==> config.mk <==
export PLATFORM = sky130hd
export DESIGN_NAME = alu_cond_flag_unit
export DESIGN_NICKNAME = d
export VERILOG_FILES = /design/src/rtl/alu_cond_flag_unit.sv
export SDC_FILE = /design/constraint.sdc
export NUM_CORES = 1
export LEC_CHECK = 0
export CAP_MARGIN = 30
export CORE_MARGIN = 10
export CORE_UTILIZATION = 41
export CTS_BUF_LIST = sky130_fd_sc_hd__clkbuf_4 sky130_fd_sc_hd__clkbuf_8 sky130_fd_sc_hd__clkbuf_16
export DETAILED_ROUTE_END_ITERATION = 6
export PLACE_DENSITY = 0.82
export REMOVE_ABC_BUFFERS = 1
export SLEW_MARGIN = 20
export SYNTH_ARGS = -nofsm -noshare
export SYNTH_HDL_FRONTEND = slang
export SYNTH_SLANG_ARGS = --single-unit
export TNS_END_PERCENT = 1
==> constraint.sdc <==
create_clock -name i_clk -period 2.7 [get_ports i_clk]
set_input_delay 0.54 -clock i_clk [delete_from_list [all_inputs] [get_ports i_clk]]
set_output_delay 0.54 -clock i_clk [all_outputs]
set_load 0.01 [all_outputs]
==> src/rtl/alu_cond_flag_unit.sv <==
// alu_cond_flag_unit
//   Holds the architectural NZCV flag register that follows ALU_32_Bit.
//   Evaluates the ARM 4-bit condition field against the registered flags.
//   Gates the decoder's register-write, memory-write and PC-source strobes
//   with the condition result.
//   A one-entry shadow register lets the flags be saved on exception entry
//   and restored on return.
//
// Parameters
//   RESET_FLAGS    reset value of the flag and shadow registers, {N,Z,C,V}
//   SHADOW_EN      1 = shadow save/restore present, 0 = save/restore ignored
//
// Ports
//   i_clk          system clock, rising edge
//   i_RESET        asynchronous active-high reset
//   i_ALUFlags     ALU flags {N,Z,C,V}
//   i_Cond         instruction condition field
//   i_FlagW        [1] update N,Z   [0] update C,V
//   i_RegW/i_MemW/i_PCS   decoder strobes before condition gating
//   i_FlagSave     copy flags into the shadow
//   i_FlagRestore  load the shadow into the flags
//   o_Flags        registered flags {N,Z,C,V}
//   o_CondEx       condition passed this cycle
//   o_RegWrite/o_MemWrite/o_PCSrc   strobes gated by o_CondEx
module alu_cond_flag_unit #(
    parameter logic [3:0] RESET_FLAGS = 4'b0000,
    parameter bit         SHADOW_EN   = 1'b1
) (
    input  logic       i_clk,
    input  logic       i_RESET,
    input  logic [3:0] i_ALUFlags,
    input  logic [3:0] i_Cond,
    input  logic [1:0] i_FlagW,
    input  logic       i_RegW,
    input  logic       i_MemW,
    input  logic       i_PCS,
    input  logic       i_FlagSave,
    input  logic       i_FlagRestore,
    output logic [3:0] o_Flags,
    output logic       o_CondEx,
    output logic       o_RegWrite,
    output logic       o_MemWrite,
    output logic       o_PCSrc
);

    logic [3:0] flags;
    logic [3:0] shadow;
    logic       flag_n, flag_z, flag_c, flag_v;
    logic       cond_pass;
    logic       do_save;
    logic       do_restore;

    assign {flag_n, flag_z, flag_c, flag_v} = flags;

    assign do_save    = SHADOW_EN && i_FlagSave;
    assign do_restore = SHADOW_EN && i_FlagRestore;

    // Evaluated against the registered flags, never the incoming ALU flags,
    // so an instruction's own flag result cannot affect its condition.
    always_comb begin
        cond_pass = 1'b0;
        unique case (i_Cond)
            4'h0: cond_pass = flag_z;
            4'h1: cond_pass = !flag_z;
            4'h2: cond_pass = flag_c;
            4'h3: cond_pass = !flag_c;
            4'h4: cond_pass = flag_n;
            4'h5: cond_pass = !flag_n;
            4'h6: cond_pass = flag_v;
            4'h7: cond_pass = !flag_v;
            4'h8: cond_pass = flag_c && !flag_z;
            4'h9: cond_pass = !flag_c || flag_z;
            4'hA: cond_pass = (flag_n == flag_v);
            4'hB: cond_pass = (flag_n != flag_v);
            4'hC: cond_pass = !flag_z && (flag_n == flag_v);
            4'hD: cond_pass = flag_z || (flag_n != flag_v);
            default: cond_pass = 1'b1;
        endcase
    end

    // Reset masks the condition so no strobe can fire while in reset.
    assign o_CondEx   = cond_pass && !i_RESET;
    assign o_RegWrite = i_RegW && o_CondEx;
    assign o_MemWrite = i_MemW && o_CondEx;
    assign o_PCSrc    = i_PCS  && o_CondEx;
    assign o_Flags    = flags;

    // Restore wins over any flag write in the same cycle.
    always_ff @(posedge i_clk or posedge i_RESET) begin
        if (i_RESET) begin
            flags <= RESET_FLAGS;
        end else if (do_restore) begin
            flags <= shadow;
        end else begin
            if (i_FlagW[1] && o_CondEx) flags[3:2] <= i_ALUFlags[3:2];
            if (i_FlagW[0] && o_CondEx) flags[1:0] <= i_ALUFlags[1:0];
        end
    end

    // Shadow captures the pre-update flags; save+restore together swaps.
    always_ff @(posedge i_clk or posedge i_RESET) begin
        if (i_RESET) begin
            shadow <= RESET_FLAGS;
        end else if (do_save) begin
            shadow <= flags;
        end
    end

endmodule
# --- Yosys cells after proc, flatten, opt, wreduce, memory -nomap -nowiden ---
# Cells that the tools add are included.
# W data, S select, Z words.
word_totals:
  elab_cells: 40
  output_inout_bits: 8
  reg_bits: 8
op_classes:
  reduce_logical: 18
  mux: 4
  eq_ne: 15
ops:
  columns: ["op", "n"]
  rows:
  - ["$eq A4 B4 Y1 const B", 6]
  - ["$eq A4 B3 Y1 const B", 4]
  - ["$pmux W1 S14", 1]
  - ["$eq A4 B2 Y1 const B", 2]
  - ["$logic_and A1 B1 Y1", 8]
  - ["$logic_not A1 Y1", 5]
  - ["$eq A4 B1 Y1 const B", 1]
  - ["$logic_not A4 Y1", 1]
  - ["$mux W2", 2]
  - ["$mux W4", 1]
  - ["$reduce_bool A2 Y1", 2]
  - ["$logic_or A1 B1 Y1", 2]
  - ["$eq A1 B1 Y1", 1]
  - ["$ne A1 B1 Y1", 1]

# --- Logic depth before layout (Yosys ltp) ---
depth:
  ltp_word: 7
  mapped_depth: 7

# --- Least setup slack after synthesis ---
# OpenSTA, ideal clock, no wires.
synth_path:
  path_kind: "in2out"
  startpoint: "in i_Cond[2]"
  endpoint: "out o_MemWrite"
  path_slack_ps: 362
  t_arrival_ps: 1798
  path_buffers: 1
  path_stages: 7
  cell_sequence: "buf_4 and3b_1 o21ai_0 o2111ai_2 o21a_1 nor2_1 and2_1"
synth_between:
  elab_chain_cells: 4
  word_cells_on_any_way: 17
synth_rtl:
  columns: ["item", "line_no", "rtl"]
  rows:
  - ["start, declared", "32", "input logic [3:0] i_Cond,"]
  - ["$eq A4 B4 Y1, or another cell as far along", "62", "unique case (i_Cond)"]
  - ["$pmux W1 S14 (*)", "62", null]
  - ["$logic_and A1 B1 Y1 (*)", "82", "assign o_CondEx = cond_pass && !i_RESET;"]
  - ["via o_CondEx", "40", "output logic o_CondEx,"]
  - ["$logic_and A1 B1 Y1 (*)", "84", "assign o_MemWrite = i_MemW && o_CondEx;"]
  - ["end, declared", "42", "output logic o_MemWrite,"]
# Mark *: on every way through the listed nets, which the timed path passes. The rest lies on a longest branch.

# --- Worst setup path in the final report ---
layout_path:
  startpoint: "in i_Cond[2]"
  endpoint: "out o_PCSrc"
layout_between:
  elab_chain_cells: 4
  word_cells_on_any_way: 17
layout_rtl:
  columns: ["item", "line_no", "rtl"]
  rows:
  - ["$eq A4 B4 Y1, or another cell as far along", "62", null]
  - ["$pmux W1 S14 (*)", "62", null]
  - ["$logic_and A1 B1 Y1 (*)", "82", null]
  - ["$logic_and A1 B1 Y1 (*)", "85", "assign o_PCSrc = i_PCS && o_CondEx;"]
  - ["end, declared", "43", "output logic o_PCSrc"]
# Mark *: on every way between the ends. The rest lies on a longest branch, timed or not.

==> out/results.tsv <==
metric	value	unit
drt_iter0_markers	4	
rsz0062_at_grt	true	
met3_usage	0.0386	
synth_edf_count	0	
clockRootBuffer	clkbuf_4	
start_util	0.456	
slew_headroom	0.687	
hold_ws	0.506	ns
grt_max_degree	9	
slowest_delay	0.28	ns
multi_input_area	398	um2
final_util	0.716	
cp_data_arrival_time	2.08	ns
drv_cap	0	
drt.antenna.violating_nets	0	
timing.final.hold_violations	0	
wl	1840	um
num_antenna_cells	0	
status	complete, no violations	
first_pass_iters	4	
port_buffers	24	
use_met1	0.103	
crit_required	2.16	ns
cts_buffer_depth	2	
busiest_layer	met2	
clk_latency	0.24	ns
synthArstFlopShare	1.00	
powerDensity	729	mW/mm2
irDropWorstVdd	0.000644	V
synth_seq_cells	8	
vias_per_cell	5.37	
postSynthAreaPerCell	10.3	um2
dieArea	0.00345	mm2
dp_hpwl	1560	um
h-tree-depth	1	
place_congestion	0.857	
cp.buffers_inverters	2	
syn_area	616	um2
drive_gt1_frac	0.320	
critPathLaunchType	input port	
cts_made_buffers	3	
fmax	381	MHz
tns	0	ns
cts_tree	done	
holdBufCountCts	0	
p_switching	0.246	mW
n_fill_cell	116	
clk_pin_slew	0.05	ns
grt_pass1_wl	2910	um
yosysWarningCount	0	
p_seq_frac	0.356	
period_needed	2.62	ns
sw_frac_of_total	0.348	
use_met2	0.201	
tightest_slew	0.469	ns
num_io_pins	25	
post-route-period-util	0.972	
clock_power_share	0.124	
num_rows	13	
ys_seq_area_frac	0.325	
vias	601	
drc	0	
ys_types	30	
nets	116	
grt.total_usage	0.103	
synthCells	60	
skew	0.00336	ns
combPwrFrac	0.520	
antenna_found_initial	0	
crit_path_top_delay_cell	clkdlybuf4s15_1	
cts.sink_count	8	
end_kind	output port	
crit_path_cell_trace	clkdlybuf4s15_1 -> and3b_2 -> a22oi_2 -> mux2i_1 -> o21a_1 -> nor2_2 -> and2_1 -> clkdlybuf4s15_2	
die_w	58.8	um
hold_class	reg -> reg	
setup_viol	0	
worst-path-max-fanout	8	
die_h	58.8	um
path_delay_family	buffers and inverters	
p_leak	0.442	nW
wl_per_cell	16.4	um
yosys_most_used_dff	dfrtp_1	
regArea	200	um2
critPathKind	in -> out	
area_growth	57.1	%
total_power	0.705	mW
grt_pass1_vias	650	
core	0.00135	mm2
drv_slew	0	
p_int	0.460	mW
grt-ovfl-total	0	
-- logic make-up after synthesis --
group                     synth area share
AOI/OAI and AO/OA                    0.159
xor gates and xnor gates            0.0285
buffers and inverters               0.0427
DFF                                  0.325
muxes                                0.236
and+or+nand+nor                      0.209
-- repair_timing --
action / in CTS / in global routing
endpoints found under the setup margin: 6 / 3
pin swaps: 1 / 1
buffers inserted: 1 / 0
cloned: 0 / 0
resized for setup: 17 / 3
-- sequential cells by signal (all words and copies together), names as in the netlist --
| signal | flops |
|---|---|
| shadow | 4 |
| o_Flags | 4 |
-- layout by cell type (no fill, tap or decap), types with 2 or more instances in the layout --
master,netlist,layout
clkdlybuf4s50_1,0,16
buf_4,1,11
mux2_2,8,8
dfrtp_1,8,8
inv_1,5,5
mux2_1,4,4
dlygate4sd2_1,0,4
nor2_1,4,3
and2_1,3,3
clkbuf_4,0,3
and3b_1,2,2
nor3_1,2,2
o311ai_0,2,2
o32ai_1,2,2
buf_2,0,2
-- cell type report --
type / count / area share
multi-input combinational: 46 / 0.411
timing repair buffer: 35 / 0.320
sequential: 8 / 0.207
clock buffer: 3 / 0.0233
inverter: 5 / 0.0194
tap: 15 / 0.0194
-- synth_stat cells (2+ instances only) --
cell type | n | share of area
dfrtp_1 | 8 | 0.33
mux2_2 | 8 | 0.15
inv_1 | 5 | 0.030
mux2_1 | 4 | 0.073
nor2_1 | 4 | 0.024
and2_1 | 3 | 0.030
and3b_1 | 2 | 0.028
nor3_1 | 2 | 0.016
o311ai_0 | 2 | 0.028
o32ai_1 | 2 | 0.028
-- stage by stage --
| stage | instances | cell area [um2] | setup slack (ns) |
|---|---|---|---|
| 2_1_floorplan | 59 | 608 | 0.476 |
| 3_3_place_gp | 108 | 942 | -0.524 |
| 3_5_place_dp | 108 | 942 | -0.589 |
| 4_1_cts | 112 | 978 | 0.0530 |
| 5_1_grt | 112 | 967 | -0.0155 |
| 6_report | 112 | 967 | 0.0769 |
-- power groups by stage --
stage | combinational, mW | sequential [mW] | clock (mW)
floorplan | 0.180 | 0.244 | 0
global placement | 0.361 | 0.244 | 0
detailed placement | 0.373 | 0.250 | 0
CTS | 0.375 | 0.250 | 0.0923
global route | 0.399 | 0.257 | 0.0958
finish | 0.367 | 0.251 | 0.0876
-- layer usage --
layer	share of wire	routed length (um)
met1	0.41	749
met2	0.53	969
met3	0.058	107
met4	0.0076	14
met5	0	0
-- path summary, 6_finish.rpt --
path                                              from                      to  slack (ns)  cells after the start
max in group asynchronous                      i_RESET  o_Flags[0]$_DFFE_PP0P_        1.84                      3
min in group asynchronous                      i_RESET  o_Flags[3]$_DFFE_PP0P_        0.74                      3
worst min-delay path             shadow[0]$_DFFE_PP0P_  o_Flags[0]$_DFFE_PP0P_        0.51                      1
worst min register to register   shadow[0]$_DFFE_PP0P_  o_Flags[0]$_DFFE_PP0P_        0.51                      1
worst max register to register  o_Flags[2]$_DFFE_PP0P_  o_Flags[2]$_DFFE_PP0P_        0.41                      7
worst max-delay path                         i_Cond[2]                 o_PCSrc        0.08                      8
Power figures use the tool's default switching activity.
